<file path="config.mk">
export PLATFORM = sky130hd
export DESIGN_NAME = mux_rr_arbiter
export DESIGN_NICKNAME = d
export VERILOG_FILES = /design/src/rtl/mux_arb_pkg.sv /design/src/rtl/mux_rr_pick.sv /design/src/rtl/mux_rr_arbiter.sv
export SDC_FILE = /design/constraint.sdc
export NUM_CORES = 1
export LEC_CHECK = 0
export CORE_ASPECT_RATIO = 0.75
export CORE_MARGIN = 4
export CORE_UTILIZATION = 40
export CTS_CLUSTER_DIAMETER = 120
export CTS_CLUSTER_SIZE = 25
export DETAILED_ROUTE_END_ITERATION = 10
export PLACE_DENSITY = 0.72
export SYNTH_ARGS = -nofsm -noshare
export SYNTH_HDL_FRONTEND = slang
export SYNTH_SLANG_ARGS = --single-unit
</file>
<file path="constraint.sdc">
create_clock -name clk -period 5.1 [get_ports clk]
set_clock_uncertainty 0.1 [all_clocks]
set_input_delay 0.765 -clock clk [delete_from_list [all_inputs] [get_ports clk]]
set_output_delay 0.765 -clock clk [all_outputs]
set_load 0.005 [all_outputs]
</file>
<file path="src/rtl/mux_arb_pkg.sv">
// Package: mux_arb_pkg
// Shared constants for the round-robin mux arbiter: the FSM state encoding
// and default parameter values for N, SEL_W and MAX_HOLD.
// Optional feature macro used by mux_rr_arbiter: MUX_ARB_PARK_EN.
package mux_arb_pkg;

    // FSM state encoding
    localparam logic [0:0] ST_IDLE  = 1'b0;
    localparam logic [0:0] ST_GRANT = 1'b1;

    // Default build parameters
    localparam int DEF_N        = 8;
    localparam int DEF_SEL_W    = 3;
    localparam int DEF_MAX_HOLD = 16;

endpackage

</file>
<file path="src/rtl/mux_rr_pick.sv">
// Module: mux_rr_pick
// Combinational round-robin picker. It finds the first set request bit,
// scanning upward from i_ptr+1 and wrapping modulo N.
// The search is done in three steps:
//   1. rotate the request vector so that index i_ptr+1 lands at bit 0;
//   2. priority-encode the lowest set bit;
//   3. un-rotate that position back to a real requester index.
// Ports:
//   i_req     in   N      request vector
//   i_ptr     in   SEL_W  index of the last winner (lowest priority)
//   o_winner  out  SEL_W  index of the chosen requester
//   o_found   out  1      at least one request bit is set
import mux_arb_pkg::*;

module mux_rr_pick #(
    parameter int N     = DEF_N,
    parameter int SEL_W = DEF_SEL_W
) (
    input  logic [N-1:0]     i_req,
    input  logic [SEL_W-1:0] i_ptr,
    output logic [SEL_W-1:0] o_winner,
    output logic             o_found
);

    // One extra bit holds sums up to 2N-1 before wrapping.
    localparam int             IW  = SEL_W + 1;
    localparam logic [IW-1:0]  N_W = IW'(N);

    // Modulo-N reduction for a sum that is known to be below 2N.
    function automatic logic [SEL_W-1:0] wrap_n(input logic [IW-1:0] v);
        return (v >= N_W) ? SEL_W'(v - N_W) : SEL_W'(v);
    endfunction

    logic [N-1:0]     w_rot;
    logic [SEL_W-1:0] w_pos;

    // w_rot[k] holds the request of requester (i_ptr + 1 + k) mod N.
    genvar gi;
    generate
        for (gi = 0; gi < N; gi++) begin : g_rot
            logic [IW-1:0] w_idx;
            assign w_idx     = IW'(gi) + {1'b0, i_ptr} + IW'(1);
            assign w_rot[gi] = i_req[wrap_n(w_idx)];
        end
    endgenerate

    // Lowest set bit of the rotated vector. The loop runs downward so the
    // last assignment made is the lowest index.
    always_comb begin
        w_pos = '0;
        for (int i = N - 1; i >= 0; i--) begin
            if (w_rot[i]) begin
                w_pos = SEL_W'(i);
            end
        end
    end

    assign o_winner = wrap_n({1'b0, w_pos} + {1'b0, i_ptr} + IW'(1));
    assign o_found  = |i_req;

endmodule

</file>
<file path="src/rtl/mux_rr_arbiter.sv">
// Module: mux_rr_arbiter
// Round-robin arbiter that owns the select of an N-input mux. Grants are
// registered and held until one of two things happens:
//   - the owner drops its request, or
//   - MAX_HOLD cycles have elapsed.
// Each grant is followed by at least one idle cycle (break-before-make).
// Optional feature: define MUX_ARB_PARK_EN to keep sel parked on the last
// winner while idle. Without it, sel returns to 0 when the grant is released.
// Ports:
//   clk      in   1      rising-edge clock
//   rst_n    in   1      asynchronous active-low reset
//   en       in   1      permits new grants (ignored while a grant is held)
//   req      in   N      level requests
//   gnt      out  N      one-hot registered grant
//   gnt_vld  out  1      grant active
//   sel      out  SEL_W  registered mux select
import mux_arb_pkg::*;

module mux_rr_arbiter #(
    parameter int N        = DEF_N,
    parameter int SEL_W    = DEF_SEL_W,
    parameter int MAX_HOLD = DEF_MAX_HOLD
) (
    input  logic             clk,
    input  logic             rst_n,
    input  logic             en,
    input  logic [N-1:0]     req,
    output logic [N-1:0]     gnt,
    output logic             gnt_vld,
    output logic [SEL_W-1:0] sel
);

    localparam int              HC_W      = $clog2(MAX_HOLD + 1);
    localparam logic [HC_W-1:0] HOLD_LAST = HC_W'(MAX_HOLD - 1);

    logic [0:0]       r_state;
    logic [N-1:0]     r_gnt;
    logic             r_gnt_vld;
    logic [SEL_W-1:0] r_sel;
    logic [SEL_W-1:0] r_ptr;
    logic [HC_W-1:0]  r_hold_cnt;

    logic [SEL_W-1:0] w_winner;
    logic             w_found;
    logic             w_release;

    mux_rr_pick #(
        .N     (N),
        .SEL_W (SEL_W)
    ) u_pick (
        .i_req    (req),
        .i_ptr    (r_ptr),
        .o_winner (w_winner),
        .o_found  (w_found)
    );

    // While in GRANT, r_sel always holds the current winner. A request drop
    // and hold expiry in the same cycle both lead to a single release.
    assign w_release = ~req[r_sel] | (r_hold_cnt == HOLD_LAST);

    always_ff @(posedge clk or negedge rst_n) begin
        if (!rst_n) begin
            r_state    <= ST_IDLE;
            r_gnt      <= '0;
            r_gnt_vld  <= 1'b0;
            r_sel      <= '0;
            r_ptr      <= SEL_W'(N - 1);
            r_hold_cnt <= '0;
        end else if (r_state == ST_IDLE) begin
            if (en && w_found) begin
                r_state    <= ST_GRANT;
                r_gnt      <= N'(1) << w_winner;
                r_gnt_vld  <= 1'b1;
                r_sel      <= w_winner;
                r_hold_cnt <= '0;
            end
        end else begin
            if (w_release) begin
                r_state   <= ST_IDLE;
                r_gnt     <= '0;
                r_gnt_vld <= 1'b0;
                r_ptr     <= r_sel;
`ifdef MUX_ARB_PARK_EN
                // Parked: leave the select on the last winner.
                r_sel     <= r_sel;
`else
                r_sel     <= '0;
`endif
            end else begin
                r_hold_cnt <= r_hold_cnt + 1'b1;
            end
        end
    end

    assign gnt     = r_gnt;
    assign gnt_vld = r_gnt_vld;
    assign sel     = r_sel;

endmodule
</file>
==> impl_results.html, run 1 <==
<table>
<tr><th>Metric</th><th>Value</th></tr>
<tr><th colspan="2">Synthesis</th></tr>
<tr><td>Area of the mapped netlist</td><td>1664 sq um</td></tr>
<tr><td>Post-synth EDFFs</td><td>0</td></tr>
<tr><td>Multiplexer area fraction after synthesis</td><td>between 20 and 30%</td></tr>
<tr><td>Dominant synthesized flop cell</td><td>sky130_fd_sc_hd__dfrtp_1</td></tr>
<tr><td>Library cell with the largest summed area after synthesis</td><td>sky130_fd_sc_hd__dfrtp_1</td></tr>
<tr><td>Synth Area in XOR/XNOR</td><td>4.662%</td></tr>
<tr><td>Area fraction in compound gates after synthesis</td><td>a little over an eighth</td></tr>
<tr><td>Largest family of logic cells by synthesized area</td><td>multiplexers</td></tr>
<tr><td>Mean post-synth cell area</td><td>10.74 sq um</td></tr>
<tr><td>Net count after synthesis</td><td>around 170</td></tr>
<tr><td>Top cell types by occurrence after synthesis</td><td>18 x sky130_fd_sc_hd__dfrtp_1, 13 x sky130_fd_sc_hd__nand2_1, 12 x sky130_fd_sc_hd__mux2_2, 12 x sky130_fd_sc_hd__nor2_1, 9 x sky130_fd_sc_hd__mux2i_1</td></tr>
<tr><td>Yosys warning total</td><td>0</td></tr>
<tr><td>Synthesized-area fraction occupied by adder cells</td><td>under 10%</td></tr>
<tr><td>Count of cell types in the netlist</td><td>49</td></tr>
<tr><td>Sequential fraction of the synthesis area</td><td>between 30% and 40%</td></tr>
<tr><td>Top-count cell post-synth</td><td>sky130_fd_sc_hd__dfrtp_1</td></tr>
<tr><td>Fraction of the mapped netlist area in simple logic gates</td><td>13.16%</td></tr>
<tr><td>Async S/R FF share, synth</td><td>100.0%</td></tr>
<tr><td>Flops &amp; latches, synth</td><td>21</td></tr>
<tr><td>Portion of synthesized cell area occupied by the leading cell type</td><td>a little over a quarter</td></tr>
<tr><td>Synth top area cells</td><td>sky130_fd_sc_hd__dfrtp_1 27%, sky130_fd_sc_hd__mux2_2 8.1%, sky130_fd_sc_hd__mux4_2 8.1%, sky130_fd_sc_hd__mux2i_1 5.4%, sky130_fd_sc_hd__dfstp_2 4.7%</td></tr>
<tr><td>Number of instances in the synthesized netlist</td><td>between 150 and 200</td></tr>
<tr><th colspan="2">Timing</th></tr>
<tr><td>Fin. max-slew vios</td><td>0</td></tr>
<tr><td>Period utilisation layout</td><td>around 90%</td></tr>
<tr><td>Min cycle time layout</td><td>around 4.5 ns</td></tr>
<tr><td>Unrepaired setup endpoints after global routing</td><td>no</td></tr>
<tr><td>Number of setup violations in the final report</td><td>0</td></tr>
<tr><td>Summed negative setup slack over all endpoints</td><td>0 ns</td></tr>
<tr><td>Worst rel slew slack</td><td>between 30% and 40%</td></tr>
<tr><td>Final Hold Violating Endpoints</td><td>0</td></tr>
<tr><td>Maximum clock frequency</td><td>0.2235 GHz</td></tr>
<tr><td>Slew @ Worst Pin</td><td>around 0.94 ns</td></tr>
<tr><th colspan="2">Die</th></tr>
<tr><td>Die Y</td><td>between 60 and 70 microns</td></tr>
<tr><td>Floorplan core area</td><td>approximately 4000 sq um</td></tr>
<tr><td>Top-level port count</td><td>23</td></tr>
<tr><td>Die span in x</td><td>approximately 82 microns</td></tr>
<tr><td>Site Rows</td><td>20</td></tr>
<tr><td>Initial core utilization</td><td>approximately two fifths</td></tr>
<tr><td>DIE AREA</td><td>between 5000 and 6000 sq um</td></tr>
<tr><th colspan="2">Worst setup path</th></tr>
<tr><td>Maximum fanout along the worst path</td><td>15</td></tr>
<tr><td>Crit path capture type</td><td>flop</td></tr>
<tr><td>Crit path required time</td><td>roughly 5.2 ns</td></tr>
<tr><td>Startpoint kind of the worst setup timing path</td><td>flop</td></tr>
<tr><td>Crit Path Category</td><td>flop to flop</td></tr>
<tr><td>CP Data Arrival Time</td><td>roughly 4.6 ns</td></tr>
<tr><th colspan="2">Min path</th></tr>
<tr><td>HP Class</td><td>flop to flop</td></tr>
<tr><th colspan="2">CTS</th></tr>
<tr><td>Setup fix buffers added after clock tree synthesis</td><td>0</td></tr>
<tr><td>Number of gates given a new drive strength after cts</td><td>0</td></tr>
<tr><td>CTS tree</td><td>yes</td></tr>
<tr><td>Deepest level of the CTS H-tree</td><td>1</td></tr>
<tr><td>Clock Sink Count</td><td>21</td></tr>
<tr><td>Clock buffer count from CTS</td><td>3</td></tr>
<tr><td>Root buffer cell</td><td>sky130_fd_sc_hd__clkbuf_8</td></tr>
<tr><td>Clock latency on the worst-skew pair</td><td>roughly 0.26 ns</td></tr>
<tr><td>Maximum clock insertion buffer count</td><td>2</td></tr>
<tr><td>CTS hold repair buffers</td><td>0</td></tr>
<tr><td>Clock transition at the registers of the reported paths</td><td>roughly 0.080 ns</td></tr>
<tr><th colspan="2">Routing</th></tr>
<tr><td>1st-pass router iterations</td><td>4</td></tr>
<tr><td>First DRT Iteration DRCs</td><td>about 150</td></tr>
<tr><td>Post-DR vias/cell</td><td>~5.7</td></tr>
<tr><td>Post-Route WL</td><td>roughly 3500 microns</td></tr>
<tr><td>Count of unresolved DRC violations after routing</td><td>0</td></tr>
<tr><td>Residual antenna-violating net count after detailed routing</td><td>0</td></tr>
<tr><td>Vias</td><td>approximately 1,300</td></tr>
<tr><td>Per-cell routed wire length</td><td>roughly 15 microns</td></tr>
<tr><th colspan="2">Placed design</th></tr>
<tr><td>Total of buffers placed on input and output ports</td><td>22</td></tr>
<tr><td>Placed wire-length estimate after detailed placement</td><td>between 2000 and 3000 microns</td></tr>
<tr><td>Routability congestion estimate</td><td>approximately 0.86</td></tr>
<tr><th colspan="2">Global routing</th></tr>
<tr><td>GRT Residual Overflow</td><td>0</td></tr>
<tr><td>Number of antenna violations at the first check in global routing</td><td>0</td></tr>
<tr><td>Global-route wire length before repair</td><td>around 6200 microns</td></tr>
<tr><td>Pin count of the biggest net entering global routing</td><td>22</td></tr>
<tr><td>Overall Global Routing Usage</td><td>between 10% and 20%</td></tr>
<tr><td>Vias in the first global route</td><td>roughly 1,300</td></tr>
<tr><th colspan="2">Layout</th></tr>
<tr><td>Filler cell count</td><td>roughly 360</td></tr>
<tr><td>Final design utilization</td><td>48.73%</td></tr>
<tr><td>Antenna diode count</td><td>0</td></tr>
<tr><td>Area growth syn-to-layout</td><td>17.97%</td></tr>
<tr><td>Final #Nets</td><td>between 150 and 200</td></tr>
<tr><td>Share of final-layout standard cells stronger than drive strength 1</td><td>around a fifth</td></tr>
<tr><th colspan="2">Power</th></tr>
<tr><td>Leakage power of the design</td><td>roughly 0.00081 uW</td></tr>
<tr><td>Power Dens Cells</td><td>about 660 nW/um^2</td></tr>
<tr><td>Peak ir drop on the vdd network</td><td>approximately 0.00024 V</td></tr>
<tr><th colspan="2">Status</th></tr>
<tr><td>Result of the run</td><td>completed</td></tr>
<tr><th colspan="2">Job</th></tr>
<tr><td>Max-cap viol count</td><td>0</td></tr>
</table>
[worst max-delay path, cell delays in order, from the launching register on]
cell and delay, ns:
sky130_fd_sc_hd__dfstp_2 0.75, sky130_fd_sc_hd__inv_2 0.16, sky130_fd_sc_hd__ha_1 0.56, sky130_fd_sc_hd__mux4_1 0.65, sky130_fd_sc_hd__mux2_2 0.32, sky130_fd_sc_hd__nor2b_1 0.12
sky130_fd_sc_hd__o21ai_0 0.09, sky130_fd_sc_hd__a31oi_1 0.17, sky130_fd_sc_hd__o22ai_1 0.11, sky130_fd_sc_hd__ha_1 0.20, sky130_fd_sc_hd__fa_1 0.37, sky130_fd_sc_hd__xnor2_1 0.17
sky130_fd_sc_hd__xnor2_2 0.39, sky130_fd_sc_hd__a32o_1 0.23
[layout make-up]
| cell class | count | area (sq um) | area share, % |
|---|---|---|---|
| clock buffer | 3 | 41.29 | 2.103 |
| clock inverter | 1 | 5.005 | 0.2549 |
| inverter | 6 | 22.52 | 1.147 |
| multi-input combinational | 121 | 1076 | 54.81 |
| sequential | 21 | 529.3 | 26.96 |
| tap | 55 | 68.82 | 3.505 |
| timing repair buffer | 22 | 220.2 | 11.22 |
[power by group]
group / total [uW] / switching (uW) / internal, uW
sequential: 300 / 73.4 / 227
combinational: 881 / 449 / 433
clock: 110 / 55.4 / 54.5
total: 1290 / 577 / 714
[worst paths after layout]
| check | from | to | slack, ns | depth (start not counted) |
|---|---|---|---|---|
| setup / recovery | r_ptr[0] | gnt[6] | 0.63 | 13 |
| setup reg to reg | r_ptr[0] | gnt[6] | 0.63 | 13 |
| hold / removal | gnt[1] | gnt[1] | 0.38 | 2 |
| max in group asynchronous | rst_n | gnt[0] | 3.40 | 1 |
| min in group asynchronous | rst_n | sel[0] | 0.93 | 1 |
| hold reg to reg | gnt[1] | gnt[1] | 0.38 | 2 |
[placed cells by master, fill, tap and decap left out, drive strengths merged, types with 2 or more instances in the layout]
cell type,n
mux2i,9
dfstp,3
nand3,5
nand2b,2
and2,2
o21ai,8
clkdlybuf4s50,22
xnor2,4
ha,6
nor2,12
xor2,4
o22ai,2
mux4,10
a22o,4
mux2,12
o211ai,2
nor4,2
nand2,13
dfrtp,18
nor3,3
a21oi,2
clkbuf,3
inv,6
and3,2
[layer usage]
metal / part of all wire [%] / track usage [%] / up-vias
li1: - / - / 622
met1: 47 / 20.68 / 635
met2: 46 / 23.40 / 37
met3: 6.3 / 3.521 / 2
met4: 0.23 / 2.905 / 0
met5: 0 / 0 / -
[cells by family (layout without fill, tap and decap cells)]
| logic type | count (synthesis) | in the layout |
|---|---|---|
| AND/OR/NAND/NOR | 46 | 46 |
| multiplexers | 31 | 31 |
| AO/OA/AOI/OAI | 29 | 29 |
| flip-flops | 21 | 21 |
| buffers and inverters | 13 | 32 |
| XOR/XNOR | 8 | 8 |
| adder cells (fa/ha/maj) | 7 | 7 |
[stage by stage]
step                hold slack [ns]  std cells  setup slack (ns)  power, uW  instance area (sq um)
floorplan                    0.3688        155             1.221      992.3                   1664
global placement             0.3655        225            0.8679       1149                   1917
detailed placement           0.3720        225            0.6740       1177                   1917
CTS                          0.3902        229            0.6423       1293                   1963
global route                 0.4183        229            0.4355       1401                   1963
finish                       0.3800        229            0.6258       1291                   1963
[sequential cells by signal, indices dropped and copies added (netlist names)]
register,count
r_state,1
gnt_vld,1
r_hold_cnt,5
gnt,8
sel,3
r_ptr,3
Note: power is estimated with default switching activity, not from simulation.
==> inputs of run 2 (changes only) <==
Settings changed: CELL_PAD_IN_SITES_DETAIL_PLACEMENT from default to 1, CELL_PAD_IN_SITES_GLOBAL_PLACEMENT from default to 2, CORE_UTILIZATION 40 to 35, PLACE_DENSITY 0.72 to 0.9.
==> impl_results.html, run 2 (synthesis gave the netlist of run 1 again) <==
<table>
<tr><th>Metric</th><th>Value</th></tr>
<tr><th colspan="2">Power</th></tr>
<tr><td>Sequential share of power</td><td>22.9% (-0.3 points)</td></tr>
<tr><td>Power Dens Cells</td><td>672.8 nW/um^2 (+2.3%)</td></tr>
<tr><td>Leakage power of the design</td><td>0.0008102 uW (unchanged)</td></tr>
<tr><td>Clock network fraction of design power</td><td>8.3% (-0.2 points)</td></tr>
<tr><td>Reported net switching power</td><td>607.2 uW (+5.2%)</td></tr>
<tr><td>Power share of the combinational group</td><td>68.8% (+0.6 points)</td></tr>
<tr><td>Cell-internal power</td><td>715.2 uW (+0.19%)</td></tr>
<tr><td>Switching share of power</td><td>45.91% (+1.2 points)</td></tr>
<tr><td>Peak ir drop on the vdd network</td><td>0.0002392 V (-0.64%)</td></tr>
<tr><th colspan="2">Worst setup path</th></tr>
<tr><td>Maximum fanout along the worst path</td><td>15 (unchanged)</td></tr>
<tr><td>Startpoint kind of the worst setup timing path</td><td>flop</td></tr>
<tr><td>Crit path capture type</td><td>flop</td></tr>
<tr><td>Flop2flop setup slack</td><td>0.64 ns (about the same)</td></tr>
<tr><td>CP Data Arrival Time</td><td>4.57 ns (about the same)</td></tr>
<tr><td>Launching point of the worst reg2reg path</td><td>r_ptr[0]</td></tr>
<tr><td>Capturing point of the worst reg2reg path</td><td>gnt[6]</td></tr>
<tr><td>Worst r2r path cells</td><td>13 (unchanged)</td></tr>
<tr><td>Crit path required time</td><td>5.21 ns (about the same)</td></tr>
<tr><td>Crit Path Category</td><td>flop to flop</td></tr>
<tr><th colspan="2">Routing</th></tr>
<tr><td>Post-DR vias/cell</td><td>5.658 (about the same)</td></tr>
<tr><td>Count of unresolved DRC violations after routing</td><td>0 (unchanged)</td></tr>
<tr><td>Post-Route WL</td><td>4048 microns (+15%)</td></tr>
<tr><td>Per-cell routed wire length</td><td>17.52 microns (+14%)</td></tr>
<tr><td>Vias</td><td>1,307 (+0.85%)</td></tr>
<tr><td>Residual antenna-violating net count after detailed routing</td><td>0 (unchanged)</td></tr>
<tr><td>First DRT Iteration DRCs</td><td>56 (-62%)</td></tr>
<tr><td>1st-pass router iterations</td><td>4 (unchanged)</td></tr>
<tr><th colspan="2">CTS</th></tr>
<tr><td>Root buffer cell</td><td>sky130_fd_sc_hd__clkbuf_8</td></tr>
<tr><td>CTS hold repair buffers</td><td>0 (unchanged)</td></tr>
<tr><td>Deepest level of the CTS H-tree</td><td>1 (unchanged)</td></tr>
<tr><td>Clock Sink Count</td><td>21 (unchanged)</td></tr>
<tr><td>Clock transition at the registers of the reported paths</td><td>0.08 ns (about the same)</td></tr>
<tr><td>Setup fix buffers added after clock tree synthesis</td><td>0 (unchanged)</td></tr>
<tr><td>Clock latency on the worst-skew pair</td><td>0.26 ns (about the same)</td></tr>
<tr><td>Number of gates given a new drive strength after cts</td><td>0 (unchanged)</td></tr>
<tr><td>Maximum clock insertion buffer count</td><td>2 (unchanged)</td></tr>
<tr><td>Clock buffer count from CTS</td><td>3 (unchanged)</td></tr>
<tr><td>CTS tree</td><td>yes</td></tr>
<tr><th colspan="2">Die</th></tr>
<tr><td>Floorplan core area</td><td>4519 sq um (+12%)</td></tr>
<tr><td>Top-level port count</td><td>23 (unchanged)</td></tr>
<tr><td>Die Y</td><td>67.72 microns (+6.0%)</td></tr>
<tr><td>Initial core utilization</td><td>36.82% (-4.5 points)</td></tr>
<tr><td>Site Rows</td><td>21 (+5.0%)</td></tr>
<tr><td>DIE AREA</td><td>5933 sq um (+13%)</td></tr>
<tr><td>Die span in x</td><td>87.62 microns (+6.2%)</td></tr>
<tr><th colspan="2">Global routing</th></tr>
<tr><td>Number of antenna violations at the first check in global routing</td><td>0 (unchanged)</td></tr>
<tr><td>Overall Global Routing Usage</td><td>15.49% (+0.66 points)</td></tr>
<tr><td>Pin count of the biggest net entering global routing</td><td>22 (unchanged)</td></tr>
<tr><td>GRT Residual Overflow</td><td>0 (unchanged)</td></tr>
<tr><td>Global-route wire length before repair</td><td>7127 microns (+16%)</td></tr>
<tr><td>Vias in the first global route</td><td>1,375 (+6.2%)</td></tr>
<tr><th colspan="2">Layout</th></tr>
<tr><td>Most common cell after layout, fill and taps aside</td><td>sky130_fd_sc_hd__clkdlybuf4s50_1</td></tr>
<tr><td>Final design utilization</td><td>43.49% (-5.2 points)</td></tr>
<tr><td>Filler cell count</td><td>515 (+45%)</td></tr>
<tr><td>Most used cells in the layout excluding fill and tap cells</td><td>22 x sky130_fd_sc_hd__clkdlybuf4s50_1, 18 x sky130_fd_sc_hd__dfrtp_1, 13 x sky130_fd_sc_hd__nand2_1, 12 x sky130_fd_sc_hd__mux2_2, 12 x sky130_fd_sc_hd__nor2_1</td></tr>
<tr><td>Share of final-layout standard cells stronger than drive strength 1</td><td>20.11% (unchanged)</td></tr>
<tr><td>Final #Nets</td><td>193 (unchanged)</td></tr>
<tr><td>Antenna diode count</td><td>0 (unchanged)</td></tr>
<tr><td>Cell area after layout</td><td>1966 sq um (+0.13%)</td></tr>
<tr><td>Area growth syn-to-layout</td><td>18.12%</td></tr>
<tr><td>Max FFs per register</td><td>8 (unchanged)</td></tr>
<tr><th colspan="2">Timing</th></tr>
<tr><td>Unrepaired setup endpoints after global routing</td><td>no</td></tr>
<tr><td>Fin. max-slew vios</td><td>0 (unchanged)</td></tr>
<tr><td>Slew @ Worst Pin</td><td>0.9136 ns (-0.03109 ns)</td></tr>
<tr><td>Min cycle time layout</td><td>4.462 ns (-0.01228 ns)</td></tr>
<tr><td>Worst rel slew slack</td><td>38.90% (+2.1 points)</td></tr>
<tr><td>Number of setup violations in the final report</td><td>0 (unchanged)</td></tr>
<tr><td>Final Hold Violating Endpoints</td><td>0 (unchanged)</td></tr>
<tr><td>Period utilisation layout</td><td>87.49% (-0.24 points)</td></tr>
<tr><td>Summed negative setup slack over all endpoints</td><td>0 ns (unchanged)</td></tr>
<tr><td>Maximum clock frequency</td><td>0.2241 GHz (+0.28%)</td></tr>
<tr><th colspan="2">Min path</th></tr>
<tr><td>End point of the most critical hold path</td><td>gnt[2]</td></tr>
<tr><td>HP Start</td><td>gnt[2]</td></tr>
<tr><td>WHS Path Cells</td><td>2 (unchanged)</td></tr>
<tr><td>HP Class</td><td>flop to flop</td></tr>
<tr><th colspan="2">Placed design</th></tr>
<tr><td>Total of buffers placed on input and output ports</td><td>22 (unchanged)</td></tr>
<tr><td>Routability congestion estimate</td><td>0.8406 (-2.4%)</td></tr>
<tr><td>Placed wire-length estimate after detailed placement</td><td>3234 microns (+19%)</td></tr>
<tr><td>Placed Area</td><td>1919 sq um (+0.13%)</td></tr>
<tr><th colspan="2">Status</th></tr>
<tr><td>Result of the run</td><td>completed</td></tr>
<tr><th colspan="2">Job</th></tr>
<tr><td>Max-cap viol count</td><td>0 (unchanged)</td></tr>
</table>
==> run 2: cell counts in the layout (fill, tap and decap cells not counted) <==
No cell type changed its count.
==> run 2: worst max path at each step <==
stage / slack, ns / to / startpoint / cells after the start
floorplan: 1.22 / gnt[6] / r_ptr[0] / 15
global placement: 0.82 / gnt[6] / r_ptr[0] / 13
detailed placement: 0.64 / gnt[0] / r_ptr[0] / 13
CTS: 0.63 / gnt[6] / r_ptr[0] / 13
global route: 0.30 / gnt[2] / r_ptr[0] / 13
finish: 0.64 / gnt[6] / r_ptr[0] / 13
==> run 2: stage by stage <==
stage / cells / hold slack (ns) / setup slack [ns] / power, uW
CTS: 231 / 0.4001 / 0.6285 / 1334
global route: 231 / 0.4265 / 0.3031 / 1456
floorplan: 155 / 0.3688 / 1.221 / 992.3
global placement: 227 / 0.3655 / 0.8167 / 1172
detailed placement: 227 / 0.3756 / 0.6403 / 1217
finish: 231 / 0.3911 / 0.6381 / 1322
==> run 2: power groups by stage <==
stage	logic [uW]	registers [uW]	clock network, uW
floorplan	724	269	0
global placement	870	302	0
detailed placement	910	307	0
CTS	916	305	113
global route	1020	317	119
finish	910	302	110
==> run 2: critical path, cell delays in order (launching register included) <==
cell                      delay, ns
sky130_fd_sc_hd__dfstp_2       0.74
sky130_fd_sc_hd__inv_2         0.16
sky130_fd_sc_hd__ha_1          0.56
sky130_fd_sc_hd__mux4_1        0.66
sky130_fd_sc_hd__mux2_2        0.32
sky130_fd_sc_hd__nor2b_1       0.11
sky130_fd_sc_hd__o21ai_0       0.08
sky130_fd_sc_hd__a31oi_1       0.16
sky130_fd_sc_hd__o22ai_1       0.10
sky130_fd_sc_hd__ha_1          0.20
sky130_fd_sc_hd__fa_1          0.39
sky130_fd_sc_hd__xnor2_1       0.18
sky130_fd_sc_hd__xnor2_2       0.41
sky130_fd_sc_hd__a32o_1        0.24
==> run 2: metal layers <==
metal / global-route usage [%] / wire (microns) / vias to the layer above
li1: - / - / 620
met1: 20.33 / 1811 / 650
met2: 25.85 / 1964 / 29
met3: 3.415 / 177 / 8
met4: 4.215 / 95 / 0
met5: 0 / 0 / -
==> run 2: area by class of cell <==
type / instances / area [sq um] / share of cell area [%]
multi-input combinational: 121 / 1076 / 54.74
tap: 57 / 71.32 / 3.628
timing repair buffer: 22 / 220.2 / 11.20
inverter: 6 / 22.52 / 1.146
clock inverter: 1 / 5.005 / 0.2546
sequential: 21 / 529.3 / 26.93
clock buffer: 3 / 41.29 / 2.101
==> inputs of run 3 (changes only) <==
Settings changed: ABC_AREA from default to 0.
==> results of run 3 <==
Same layout as run 2: the final DEF is identical, and so are final timing and power.
